File: src/rtl/wb_arbiter_stage_pkg.sv
// Shared types, default sizes and the round-robin pick helper for the
// writeback arbiter stage.
package wb_arbiter_stage_pkg;

  localparam int WB_N_CH_DEFAULT       = 3;
  localparam int WB_FIFO_DEPTH_DEFAULT = 2;
  localparam int WB_XLEN_DEFAULT       = 32;
  localparam int WB_RADDR_W_DEFAULT    = 5;

  // One buffered writeback result (default-width view; the top builds the
  // same layout from its own XLEN/RADDR_W parameters).
  typedef struct packed {
    logic                          we;
    logic [WB_RADDR_W_DEFAULT-1:0] rd_addr;
    logic [WB_XLEN_DEFAULT-1:0]    rd;
  } wb_entry_t;

  // Round-robin pick over up to 8 requesters, starting at ptr_i and wrapping
  // modulo n_i. Returns {found, index}; the lowest offset from ptr_i wins.
  function automatic logic [3:0] wb_rr_pick(input logic [7:0] req_i,
                                            input logic [2:0] ptr_i,
                                            input logic [3:0] n_i);
    logic [3:0] res;
    logic [3:0] idx;
    res = 4'd0;
    for (int i = 7; i >= 0; i--) begin
      idx = {1'b0, ptr_i} + 4'(i);
      if (idx >= n_i) begin
        idx = idx - n_i;
      end else begin
        idx = idx;
      end
      if ((4'(i) < n_i) && req_i[idx[2:0]]) begin
        res = {1'b1, idx[2:0]};
      end else begin
        res = res;
      end
    end
    return res;
  endfunction

endpackage

File: src/rtl/wb_arbiter_stage_ch_fifo.sv
// wb_ch_fifo: one per-channel result FIFO with push, pop, flush and an
// occupancy count. A push into a full FIFO is ignored, as is any push or pop
// in a flush cycle.
module wb_ch_fifo
  import wb_arbiter_stage_pkg::*;
#(
  parameter int  DEPTH   = WB_FIFO_DEPTH_DEFAULT,
  parameter type entry_t = wb_entry_t,
  localparam int AW      = $clog2(DEPTH),
  localparam int CW      = $clog2(DEPTH) + 1
) (
  input  logic          clk,
  input  logic          rst,
  input  logic          flush_i,
  input  logic          push_i,
  input  entry_t        push_data_i,
  input  logic          pop_i,
  output entry_t        head_o,
  output logic [CW-1:0] count_o,
  output logic          empty_o
);

  entry_t        mem_q [DEPTH];
  logic [AW-1:0] wr_ptr_q, wr_ptr_d;
  logic [AW-1:0] rd_ptr_q, rd_ptr_d;
  logic [CW-1:0] count_q, count_d;
  logic          full_s, push_s, pop_s;

  assign full_s  = (count_q == CW'(DEPTH));
  assign empty_o = (count_q == CW'(0));
  assign push_s  = push_i & ~full_s & ~flush_i;
  assign pop_s   = pop_i & ~empty_o & ~flush_i;
  assign head_o  = mem_q[rd_ptr_q];
  assign count_o = count_q;

  // Next pointers/occupancy; DEPTH is a power of two so pointers wrap naturally.
  always_comb begin
    wr_ptr_d = wr_ptr_q;
    rd_ptr_d = rd_ptr_q;
    count_d  = count_q;
    if (flush_i) begin
      wr_ptr_d = AW'(0);
      rd_ptr_d = AW'(0);
      count_d  = CW'(0);
    end else begin
      if (push_s) begin
        wr_ptr_d = wr_ptr_q + AW'(1);
      end else begin
        wr_ptr_d = wr_ptr_q;
      end
      if (pop_s) begin
        rd_ptr_d = rd_ptr_q + AW'(1);
      end else begin
        rd_ptr_d = rd_ptr_q;
      end
      case ({push_s, pop_s})
        2'b10:   count_d = count_q + CW'(1);
        2'b01:   count_d = count_q - CW'(1);
        default: count_d = count_q;
      endcase
    end
  end

  // Payload storage; validity is tracked by count, so no reset is needed here.
  always_ff @(posedge clk) begin
    if (rst && push_s) begin
      mem_q[wr_ptr_q] <= push_data_i;
    end
  end

  // Pointer and occupancy registers.
  always_ff @(posedge clk) begin
    if (!rst) begin
      wr_ptr_q <= AW'(0);
      rd_ptr_q <= AW'(0);
      count_q  <= CW'(0);
    end else begin
      wr_ptr_q <= wr_ptr_d;
      rd_ptr_q <= rd_ptr_d;
      count_q  <= count_d;
    end
  end

endmodule

File: src/rtl/wb_arbiter_stage.sv
// wb_arbiter_stage: merges N_CH buffered result channels into one registered
// register-file write port plus bypass bus, round-robin, one entry per cycle.
// Optional feature: define WB_RETIRE_CNT_EN to build the 64-bit retire
// counter; otherwise retire_cnt_o is tied to zero.
module wb_arbiter_stage
  import wb_arbiter_stage_pkg::*;
#(
  parameter int N_CH       = WB_N_CH_DEFAULT,
  parameter int XLEN       = WB_XLEN_DEFAULT,
  parameter int RADDR_W    = WB_RADDR_W_DEFAULT,
  parameter int FIFO_DEPTH = WB_FIFO_DEPTH_DEFAULT
) (
  input  logic                          clk,
  input  logic                          rst,
  input  logic [N_CH-1:0]               ch_valid_i,
  output logic [N_CH-1:0]               ch_ready_o,
  input  logic [N_CH-1:0]               ch_we_i,
  input  logic [N_CH-1:0][RADDR_W-1:0]  ch_rd_addr_i,
  input  logic [N_CH-1:0][XLEN-1:0]     ch_rd_i,
  input  logic                          flush_i,
  input  logic                          stall_i,
  output logic                          rf_we_o,
  output logic [RADDR_W-1:0]            rf_waddr_o,
  output logic [XLEN-1:0]               rf_wdata_o,
  output logic [RADDR_W-1:0]            bp_rd_addr_o,
  output logic [XLEN-1:0]               bp_rd_o,
  output logic                          unstall_o,
  output logic [63:0]                   retire_cnt_o
);

  localparam int CW = $clog2(FIFO_DEPTH) + 1;

  typedef struct packed {
    logic               we;
    logic [RADDR_W-1:0] rd_addr;
    logic [XLEN-1:0]    rd;
  } entry_t;

  entry_t                  head_s [N_CH];
  entry_t                  sel_s;
  logic [N_CH-1:0][CW-1:0] count_s;
  logic [N_CH-1:0]         empty_s, push_s, pop_s;
  logic [7:0]              req_s;
  logic [3:0]              pick_s;
  logic                    grant_s;
  logic [2:0]              grant_idx_s;
  logic [2:0]              rr_ptr_q, rr_ptr_d;
  logic                    rf_we_q, rf_we_d;
  logic [RADDR_W-1:0]      rf_waddr_q, rf_waddr_d;
  logic [XLEN-1:0]         rf_wdata_q, rf_wdata_d;
  logic                    unstall_q;

  for (genvar c = 0; c < N_CH; c++) begin : g_ch
    entry_t push_data_s;
    assign push_data_s   = {ch_we_i[c], ch_rd_addr_i[c], ch_rd_i[c]};
    // No pass-through: a full FIFO stays not-ready even while it is popped.
    assign ch_ready_o[c] = rst & (count_s[c] < CW'(FIFO_DEPTH));
    assign push_s[c]     = ch_valid_i[c] & ch_ready_o[c];
    assign pop_s[c]      = grant_s & (grant_idx_s == 3'(c));

    wb_ch_fifo #(
      .DEPTH   (FIFO_DEPTH),
      .entry_t (entry_t)
    ) u_fifo (
      .clk         (clk),
      .rst         (rst),
      .flush_i     (flush_i),
      .push_i      (push_s[c]),
      .push_data_i (push_data_s),
      .pop_i       (pop_s[c]),
      .head_o      (head_s[c]),
      .count_o     (count_s[c]),
      .empty_o     (empty_s[c])
    );
  end

  // Round-robin grant among non-empty FIFOs; a flush cycle pops nothing.
  always_comb begin
    req_s            = 8'd0;
    req_s[N_CH-1:0]  = ~empty_s;
    pick_s           = wb_rr_pick(req_s, rr_ptr_q, 4'(N_CH));
    grant_s          = pick_s[3] & ~flush_i;
    grant_idx_s      = pick_s[2:0];
  end

  // Mux the granted FIFO head.
  always_comb begin
    sel_s = {($bits(entry_t)){1'b0}};
    for (int c = 0; c < N_CH; c++) begin
      if (pop_s[c]) begin
        sel_s = head_s[c];
      end else begin
        sel_s = sel_s;
      end
    end
  end

  // Next pointer and write-port values; x0 and retire-only entries drive zeros.
  always_comb begin
    rr_ptr_d   = rr_ptr_q;
    rf_we_d    = 1'b0;
    rf_waddr_d = {RADDR_W{1'b0}};
    rf_wdata_d = {XLEN{1'b0}};
    if (flush_i) begin
      rr_ptr_d = 3'd0;
    end else if (grant_s) begin
      rr_ptr_d = (grant_idx_s == 3'(N_CH - 1)) ? 3'd0 : grant_idx_s + 3'd1;
      if (sel_s.we && (sel_s.rd_addr != {RADDR_W{1'b0}})) begin
        rf_we_d    = 1'b1;
        rf_waddr_d = sel_s.rd_addr;
        rf_wdata_d = sel_s.rd;
      end else begin
        rf_we_d    = 1'b0;
      end
    end else begin
      rr_ptr_d = rr_ptr_q;
    end
  end

  // Arbiter pointer, registered write port and one-cycle stall echo.
  always_ff @(posedge clk) begin
    if (!rst) begin
      rr_ptr_q   <= 3'd0;
      rf_we_q    <= 1'b0;
      rf_waddr_q <= {RADDR_W{1'b0}};
      rf_wdata_q <= {XLEN{1'b0}};
      unstall_q  <= 1'b0;
    end else begin
      rr_ptr_q   <= rr_ptr_d;
      rf_we_q    <= rf_we_d;
      rf_waddr_q <= rf_waddr_d;
      rf_wdata_q <= rf_wdata_d;
      unstall_q  <= stall_i;
    end
  end

  assign rf_we_o      = rf_we_q;
  assign rf_waddr_o   = rf_waddr_q;
  assign rf_wdata_o   = rf_wdata_q;
  assign bp_rd_addr_o = rf_waddr_q;
  assign bp_rd_o      = rf_wdata_q;
  assign unstall_o    = unstall_q;

`ifdef WB_RETIRE_CNT_EN
  logic [63:0] retire_cnt_q;

  // Counts every popped entry; survives flush, cleared only by reset.
  always_ff @(posedge clk) begin
    if (!rst) begin
      retire_cnt_q <= 64'd0;
    end else if (grant_s) begin
      retire_cnt_q <= retire_cnt_q + 64'd1;
    end else begin
      retire_cnt_q <= retire_cnt_q;
    end
  end

  assign retire_cnt_o = retire_cnt_q;
`else
  assign retire_cnt_o = 64'd0;
`endif

endmodule

File: config.mk
export PLATFORM = sky130hd
export DESIGN_NAME = wb_arbiter_stage
export DESIGN_NICKNAME = d
export VERILOG_FILES = /design/src/rtl/wb_arbiter_stage_pkg.sv /design/src/rtl/wb_arbiter_stage_ch_fifo.sv /design/src/rtl/wb_arbiter_stage.sv
export SDC_FILE = /design/constraint.sdc
export NUM_CORES = 1
export LEC_CHECK = 0
export ABC_AREA = 1
export CAP_MARGIN = 15
export CORE_UTILIZATION = 57
export CTS_BUF_LIST = sky130_fd_sc_hd__clkbuf_2 sky130_fd_sc_hd__clkbuf_4 sky130_fd_sc_hd__clkbuf_8
export CTS_CLUSTER_DIAMETER = 40
export DETAILED_ROUTE_END_ITERATION = 16
export PLACE_DENSITY = 0.95
export SYNTH_ARGS = -nofsm -noshare
export SYNTH_HDL_FRONTEND = slang
export SYNTH_HIERARCHICAL = 1
export SYNTH_SLANG_ARGS = --single-unit
File: constraint.sdc
create_clock -name clk -period 11.6 [get_ports clk]
set_input_delay 1.16 -clock clk [delete_from_list [all_inputs] [get_ports clk]]
set_output_delay 1.16 -clock clk [all_outputs]
set_load 0.02 [all_outputs]
# Yosys cells after proc, flatten, opt, wreduce, memory -nomap -nowiden
# Memories as Yosys holds them, arrays and structs flattened. A register that Yosys moved wholly into a read port is not among the register bits.
# Cells that the tools add are included.
# totals
reg_bits	54
latch_bits	0
ram_bits	228
romBits	0
input_bits	121
n_memories	3
# memory_table
memory	depth	width	rd	rd_clocked_by_memory_dff	wr	line	text
g_ch[0].u_fifo.mem_q	2	38	1	1	1	wb_arbiter_stage_ch_fifo.sv:23	entry_t mem_q [DEPTH];
g_ch[1].u_fifo.mem_q	2	38	1	1	1	wb_arbiter_stage_ch_fifo.sv:23	
g_ch[2].u_fifo.mem_q	2	38	1	1	1	wb_arbiter_stage_ch_fifo.sv:23	
# op_classes
addsub	18
multipliers	0
n_div	0
n_lt_le_gt_ge	9
n_eq_ne	11
n_shift	0
n_mux	32
n_bitwise	33
reduce_logical	15
# ops
operator	n
38-bit two-way mux	3
1-bit AND	22
1-bit two-way mux	16
2-bit == test, second input constant	6
3-bit by 4-bit less-than comparator with 1-bit output, second input constant	3
3-bit two-way mux	4
4-bit two-way mux	3
2-bit one-hot mux with 2 select lines	3
1-bit NOT	10
1-bit binary-select mux with 3-bit select	3
3-bit by 2-bit subtractor with 3-bit output, second input constant	3
4-bit by 2-bit >= comparator with 1-bit output, second input constant	2
1-bit adder, second input constant	6
2-bit by 1-bit adder with 2-bit output, second input constant	3
2-bit by 1-bit == test with 1-bit output, second input constant	3
2-bit logical NOT	3
2-bit less-than comparator, second input constant	3
2-bit nonzero test	3
2-bit by 1-bit subtractor with 2-bit output, second input constant	3
5-bit nonzero test	1
3-bit by 1-bit adder with 4-bit output, second input constant	1
3-bit by 2-bit adder with 4-bit output, second input constant	1
1-bit logical AND	4
4-bit OR reduction	1
other kinds (8)	8

# Longest topological paths before layout
# logic_depth
ltp_word	17
ltp_mapped	25
ltp_nobuf	24

# Cells and area by module
# Netlist, hierarchy kept.
# modules_own_cells
mod	n_inst	cells_each	area_each_um2
wb_ch_fifo	3	156	3075.4
wb_arbiter_stage	1	470	3265.6

# Worst setup path after synthesis
# OpenSTA, ideal clock, no wires.
# synth_timing
path_kind	input-to-reg
from	input port rst
to	memory g_ch[0].u_fifo/mem_q[0][0] (netlist name) (enable)
setup_ns	0.480
arrival_time_ns	4.283
t_required_ns	11.120
setup_slack_ns	6.837
stages	5
n_path_buf	0
path_cell_list	inv_1 > nor3b_1 > a21boi_2 > nand2_1 > nor3_1
# synth_between
elab_chain_cells	7
# synth_rtl
element	line	text
start: declaration	wb_arbiter_stage.sv:14	input logic rst,
1-bit AND	wb_arbiter_stage.sv:57	assign ch_ready_o[c] = rst & (count_s[c] < CW'(FIFO_DEPTH));
1-bit AND	wb_arbiter_stage.sv:58	assign push_s[c] = ch_valid_i[c] & ch_ready_o[c];
net push_s[0]	wb_arbiter_stage.sv:42	logic [N_CH-1:0] empty_s, push_s, pop_s;
1-bit AND (2 in a row)	wb_arbiter_stage_ch_fifo.sv:31	assign push_s = push_i & ~full_s & ~flush_i;
1-bit logical AND	wb_arbiter_stage_ch_fifo.sv:66	if (rst && push_s) begin
1-bit two-way mux	wb_arbiter_stage_ch_fifo.sv:66	
1-bit two-way mux (implied by the code)	wb_arbiter_stage_ch_fifo.sv:67	mem_q[wr_ptr_q] <= push_data_i;
end: declaration	wb_arbiter_stage_ch_fifo.sv:23	
# The timed path passes the listed nets, and every way through them passes these cells.

# Worst setup path in the final report
# layout_timing
from	register rr_ptr_q[0]
to	register rf_wdata_q[23], in the netlist bp_rd_o[23]
# layout_between
elab_chain_cells	17
elab_cells_between_ends	35
cone_classes	add/sub: 5; order compare: 3; eq/ne: 2; mux: 15; bitwise: 6; reduce/logical: 4
# layout_rtl
element	line	text
start: declaration	wb_arbiter_stage.sv:47	logic [2:0] rr_ptr_q, rr_ptr_d;
start signal: assignment	wb_arbiter_stage.sv:129	rr_ptr_q <= rr_ptr_d;
3-bit by 2-bit adder with 4-bit output	wb_arbiter_stage_pkg.sv:27	idx = {1'b0, ptr_i} + 4'(i);
4-bit by 2-bit >= comparator with 1-bit output or 3-bit by 2-bit subtractor with 3-bit output (tied branches)	wb_arbiter_stage_pkg.sv:28, wb_arbiter_stage_pkg.sv:29	
3-bit two-way mux	wb_arbiter_stage_pkg.sv:28	if (idx >= n_i) begin
1-bit binary-select mux with 3-bit select	wb_arbiter_stage_pkg.sv:33	if ((4'(i) < n_i) && req_i[idx[2:0]]) begin
1-bit two-way mux (implied by the code)	wb_arbiter_stage_pkg.sv:33	
4-bit two-way mux (2 in a row)	wb_arbiter_stage_pkg.sv:33	
4-bit two-way mux *	wb_arbiter_stage_pkg.sv:33	
3-bit logical NOT or 1-bit AND (tied branches)	wb_arbiter_stage.sv:59, wb_arbiter_stage.sv:82	
1-bit AND	wb_arbiter_stage.sv:59	assign pop_s[c] = grant_s & (grant_idx_s == 3'(c));
38-bit two-way mux (3 in a row)	wb_arbiter_stage.sv:90	if (pop_s[c]) begin
5-bit nonzero test	wb_arbiter_stage.sv:108	if (sel_s.we && (sel_s.rd_addr != {RADDR_W{1'b0}})) begin
1-bit logical AND	wb_arbiter_stage.sv:108	
1-bit NOT (no line)	--	
4-bit OR reduction (no line)	--	
end signal: assignment	wb_arbiter_stage.sv:126	rf_wdata_q <= {XLEN{1'b0}};
end signal: assignment	wb_arbiter_stage.sv:132	rf_wdata_q <= rf_wdata_d;
end: declaration	wb_arbiter_stage.sv:50	logic [XLEN-1:0] rf_wdata_q, rf_wdata_d;
# Every way passes the cells marked *; elsewhere a longest branch is shown, timed or not. The select of a mux whose other input is x is not followed.
# A chain may end at the register's enable or synchronous reset.

==> results_dict.tcl <==
set metrics [dict create \
    synth_flop_cell "edfxtp_1" \
    final_core_utilization_pct 70.88 \
    grt_usage_pct 24.65 \
    clk_pin_slew_worst_paths_ps 60 \
    io_buffer_count 199 \
    path_cells "ha_1, ha_1, nand2_1, nand2_2, nand2_1, nand2_1, nand3_1, nand3b_4, nand2_1, nand3_2, o21ai_4, nand2_4, inv_2, nand2_1, nand2_1, nand3_1, o21bai_4, buf_4, nor2_2" \
    seq_area_frac_synth_pct 63.94 \
    async_reset_ff_share_pct 0 \
    hold_viol_final 0 \
    ys_ff_latch 285 \
    grt_pass1_wl_um 41090 \
    synth_edf_count 228 \
    rr_startpoint "rr_ptr_q[0]$_SDFFE_PP0P_" \
    power.leakage_nw 5.587 \
    cts_buffers 44 \
    setup_violations 0 \
    grt_overflow 0 \
    dp_hpwl_um 19580 \
    viasPerCell 5.277 \
    io_pins 264 \
    clock_path_buffers 3 \
    core.rowCount 53 \
    coreArea_um2 21290 \
    required_ps 12040 \
    grt_max_degree 39 \
    peakVddDrop_v 0.0001144 \
    area_delta_synth_final_pct 20.78 \
    cp_slowest_cell "dfxtp_1" \
    crit_family "simple AND/OR/NAND/NOR gates" \
    critPathBufInv 2 \
    htreeDepth 2 \
    cp-endpoint "bp_rd_o[23]$_SDFF_PP0_" \
    rsz0062_at_grt "false" \
    ant_nets 0 \
    avgSynthCellArea_um2 13.32 \
    rr_worst_depth 19 \
    first_iter_violations 670 \
    hp-class "register to register" \
    path_depth 19 \
    grt_pass1_vias 7546 \
    finalNonFillerCells 1440 \
    wl_um 27380 \
    timing.max_slew.rel_slack_pct 20.92 \
    yosys_warnings 6 \
    cts_setup_buffers 0 \
    crit_path_frequent_cell "nand2_1" \
    period_share_pct 34.76 \
    dp_cells 1359 \
    dr.pass1.iters 5 \
    p_per_area_nw_per_um2 137.4 \
    vias 7599 \
    cts_tree "done" \
    rr_endpoint "bp_rd_o[23]$_SDFF_PP0_" \
    crit_start "rr_ptr_q[0]$_SDFFE_PP0P_" \
    worst_slack_ps 7568 \
    setup.worst_path.end_class "register" \
    tns_ps 0 \
    wl_per_cell_um 19.01 \
    drcViolationCount 0 \
    skew_ps 24.60 \
    hp-start "g_ch[0].u_fifo/wr_ptr_q$_SDFFE_PP0P_" \
    place_ws_ps 7257 \
    die_h_um 150.0 \
    yosysUniqueCellTypes 38 \
    drv_slew 0 \
    fmax_ghz 0.2480 \
    nNetsFinal 1262 \
    max-cap-violations 0 \
    gp_congestion 0.8694 \
    clk_latency_ps 560 \
    fp.dieW_um 150.0 \
    synth.cell_area_um2 12490 \
    start_util_pct 58.68 \
    period_needed_ps 4032 \
    die_area_um2 22510 \
    crit_arrival_ps 4470 \
    worst_pin_slew_ps 1186 \
    crit_type "register to register" \
    cts_sinks 285 \
    cts_resized 0 \
    r2r_slack_ps 7570 \
    crit_path_max_fanout 34 \
    netlist_instances 938 \
    max_stage_delay_ps 570 \
    status "finished, final reports clean" \
    start_kind "register" \
    ctsHoldBuffers 0 \
    antenna_found_initial 1 \
    drive_gt1_share_pct 22.94 \
    cts_root_buf "clkbuf_8" \
]
==> cells in the final DEF (no fill, tap or decap), types with 2 or more instances in the layout <==
master           Yosys  final
a21boi_2             3      3
a21oi_1             39     39
and2_1               3      3
buf_4              101      9
clkbuf_4             0     16
clkbuf_8             0     47
clkdlybuf4s50_1      0    199
clkinv_1             0     10
clkinv_2             0      4
conb_1               1     64
dfxtp_1             57     54
dfxtp_2              0      3
edfxtp_1           228    228
ha_1                11     11
inv_1               37     37
inv_2                4      4
mux2_2              54     54
mux2_4              60     60
nand2_1            159    159
nand2_2             11     11
nand2_4              3      3
nand3_1             24     24
nand3_2              3      3
nand4_1              2      2
nor2_1              46     46
nor2_2              30     30
nor3_2               1      6
nor3b_1              3      3
o21ai_0             14     14
or2_1                2      2
or2_2                3      3
==> how the worst min path moves through the flow <==
stage                     slack [ps]                              endpoint  depth (start not counted)
after CTS                        510  g_ch[0].u_fifo/wr_ptr_q$_SDFFE_PP0P_                          2
final                            510  g_ch[0].u_fifo/wr_ptr_q$_SDFFE_PP0P_                          2
after floorplan                  480  g_ch[0].u_fifo/wr_ptr_q$_SDFFE_PP0P_                          2
after global routing             550  g_ch[0].u_fifo/wr_ptr_q$_SDFFE_PP0P_                          2
after global placement           500  g_ch[0].u_fifo/wr_ptr_q$_SDFFE_PP0P_                          2
after detailed placement         510  g_ch[0].u_fifo/wr_ptr_q$_SDFFE_PP0P_                          2
==> cell type report <==
class	count	area [um^2]
antenna	1	2.502
clock buffer	63	767.0
clock inverter	17	103.9
fill	1355	6198
inverter	42	160.2
multi-input combinational	549	3660
sequential	285	7991
tap	275	344.1
timing repair buffer	208	2059
==> where the power goes <==
| group | internal, mW | switching, mW | leakage, nW |
|---|---|---|---|
| Sequential | 1.11 | 0.00346 | 2.52 |
| Combinational | 0.0584 | 0.0787 | 2.60 |
| Clock | 0.449 | 0.371 | 0.462 |
| Total | 1.62 | 0.453 | 5.59 |
==> worst register-to-register path: cells and delay by family (launching register included) <==
family	cells	cell delay, ps
and+or+nand+nor	13	1380
buffers and inverters	2	890
AOI/OAI and AO/OA	2	580
DFF	1	570
adders and majority gates	2	510
==> metal layers <==
layer | global-route usage [%] | routed length [um] | vias up
li1 | - | - | 3477
met1 | 31.66 | 10900 | 3642
met2 | 41.71 | 13590 | 428
met3 | 4.817 | 2137 | 52
met4 | 8.636 | 746 | 0
met5 | 0 | 0 | -
==> registers in the layout (all words and copies together), names as in the netlist, named ones only <==
register	cells
g_ch.u_fifo/rd_ptr_q	3
g_ch.u_fifo/mem_q	228
g_ch.u_fifo/wr_ptr_q	3
g_ch.u_fifo/count_o	6
bp_rd_o	32
unstall_o	1
bp_rd_addr_o	5
rf_we_o	1
rr_ptr_q	3
==> synthesized netlist by cell type, drive strengths merged (8+ instances only) <==
library cell	count	area, um^2
edfxtp	228	6847
nand2	173	699.4
buf	119	934.7
mux2	114	1509
nor2	76	360.4
dfxtp	57	1141
inv	42	160.1
a21oi	39	195.2
nand3	28	167.7
o21ai	16	95.10
ha	11	137.6
nor3	8	45.04
==> metrics by stage <==
step	hold slack (ps)	power (mW)	cell area, um^2
after floorplan	479.1	1.222	12730
after global placement	497.0	1.267	14210
after detailed placement	506.9	1.273	14210
after CTS	512.3	2.085	15090
after global routing	546.6	2.144	15090
final	511.6	2.073	15090
==> cell families after synthesis <==
logic type | count (synthesis) | share of synthesized area (%)
and+or+nand+nor | 301 | 11.16
DFF | 285 | 63.94
buffers and inverters | 167 | 8.944
muxes | 114 | 12.08
AOI/OAI and AO/OA | 59 | 2.744
adders and majority gates | 11 | 1.102
other | 1 | 0.03002
No activity file was read; power rests on OpenSTA's default activity.
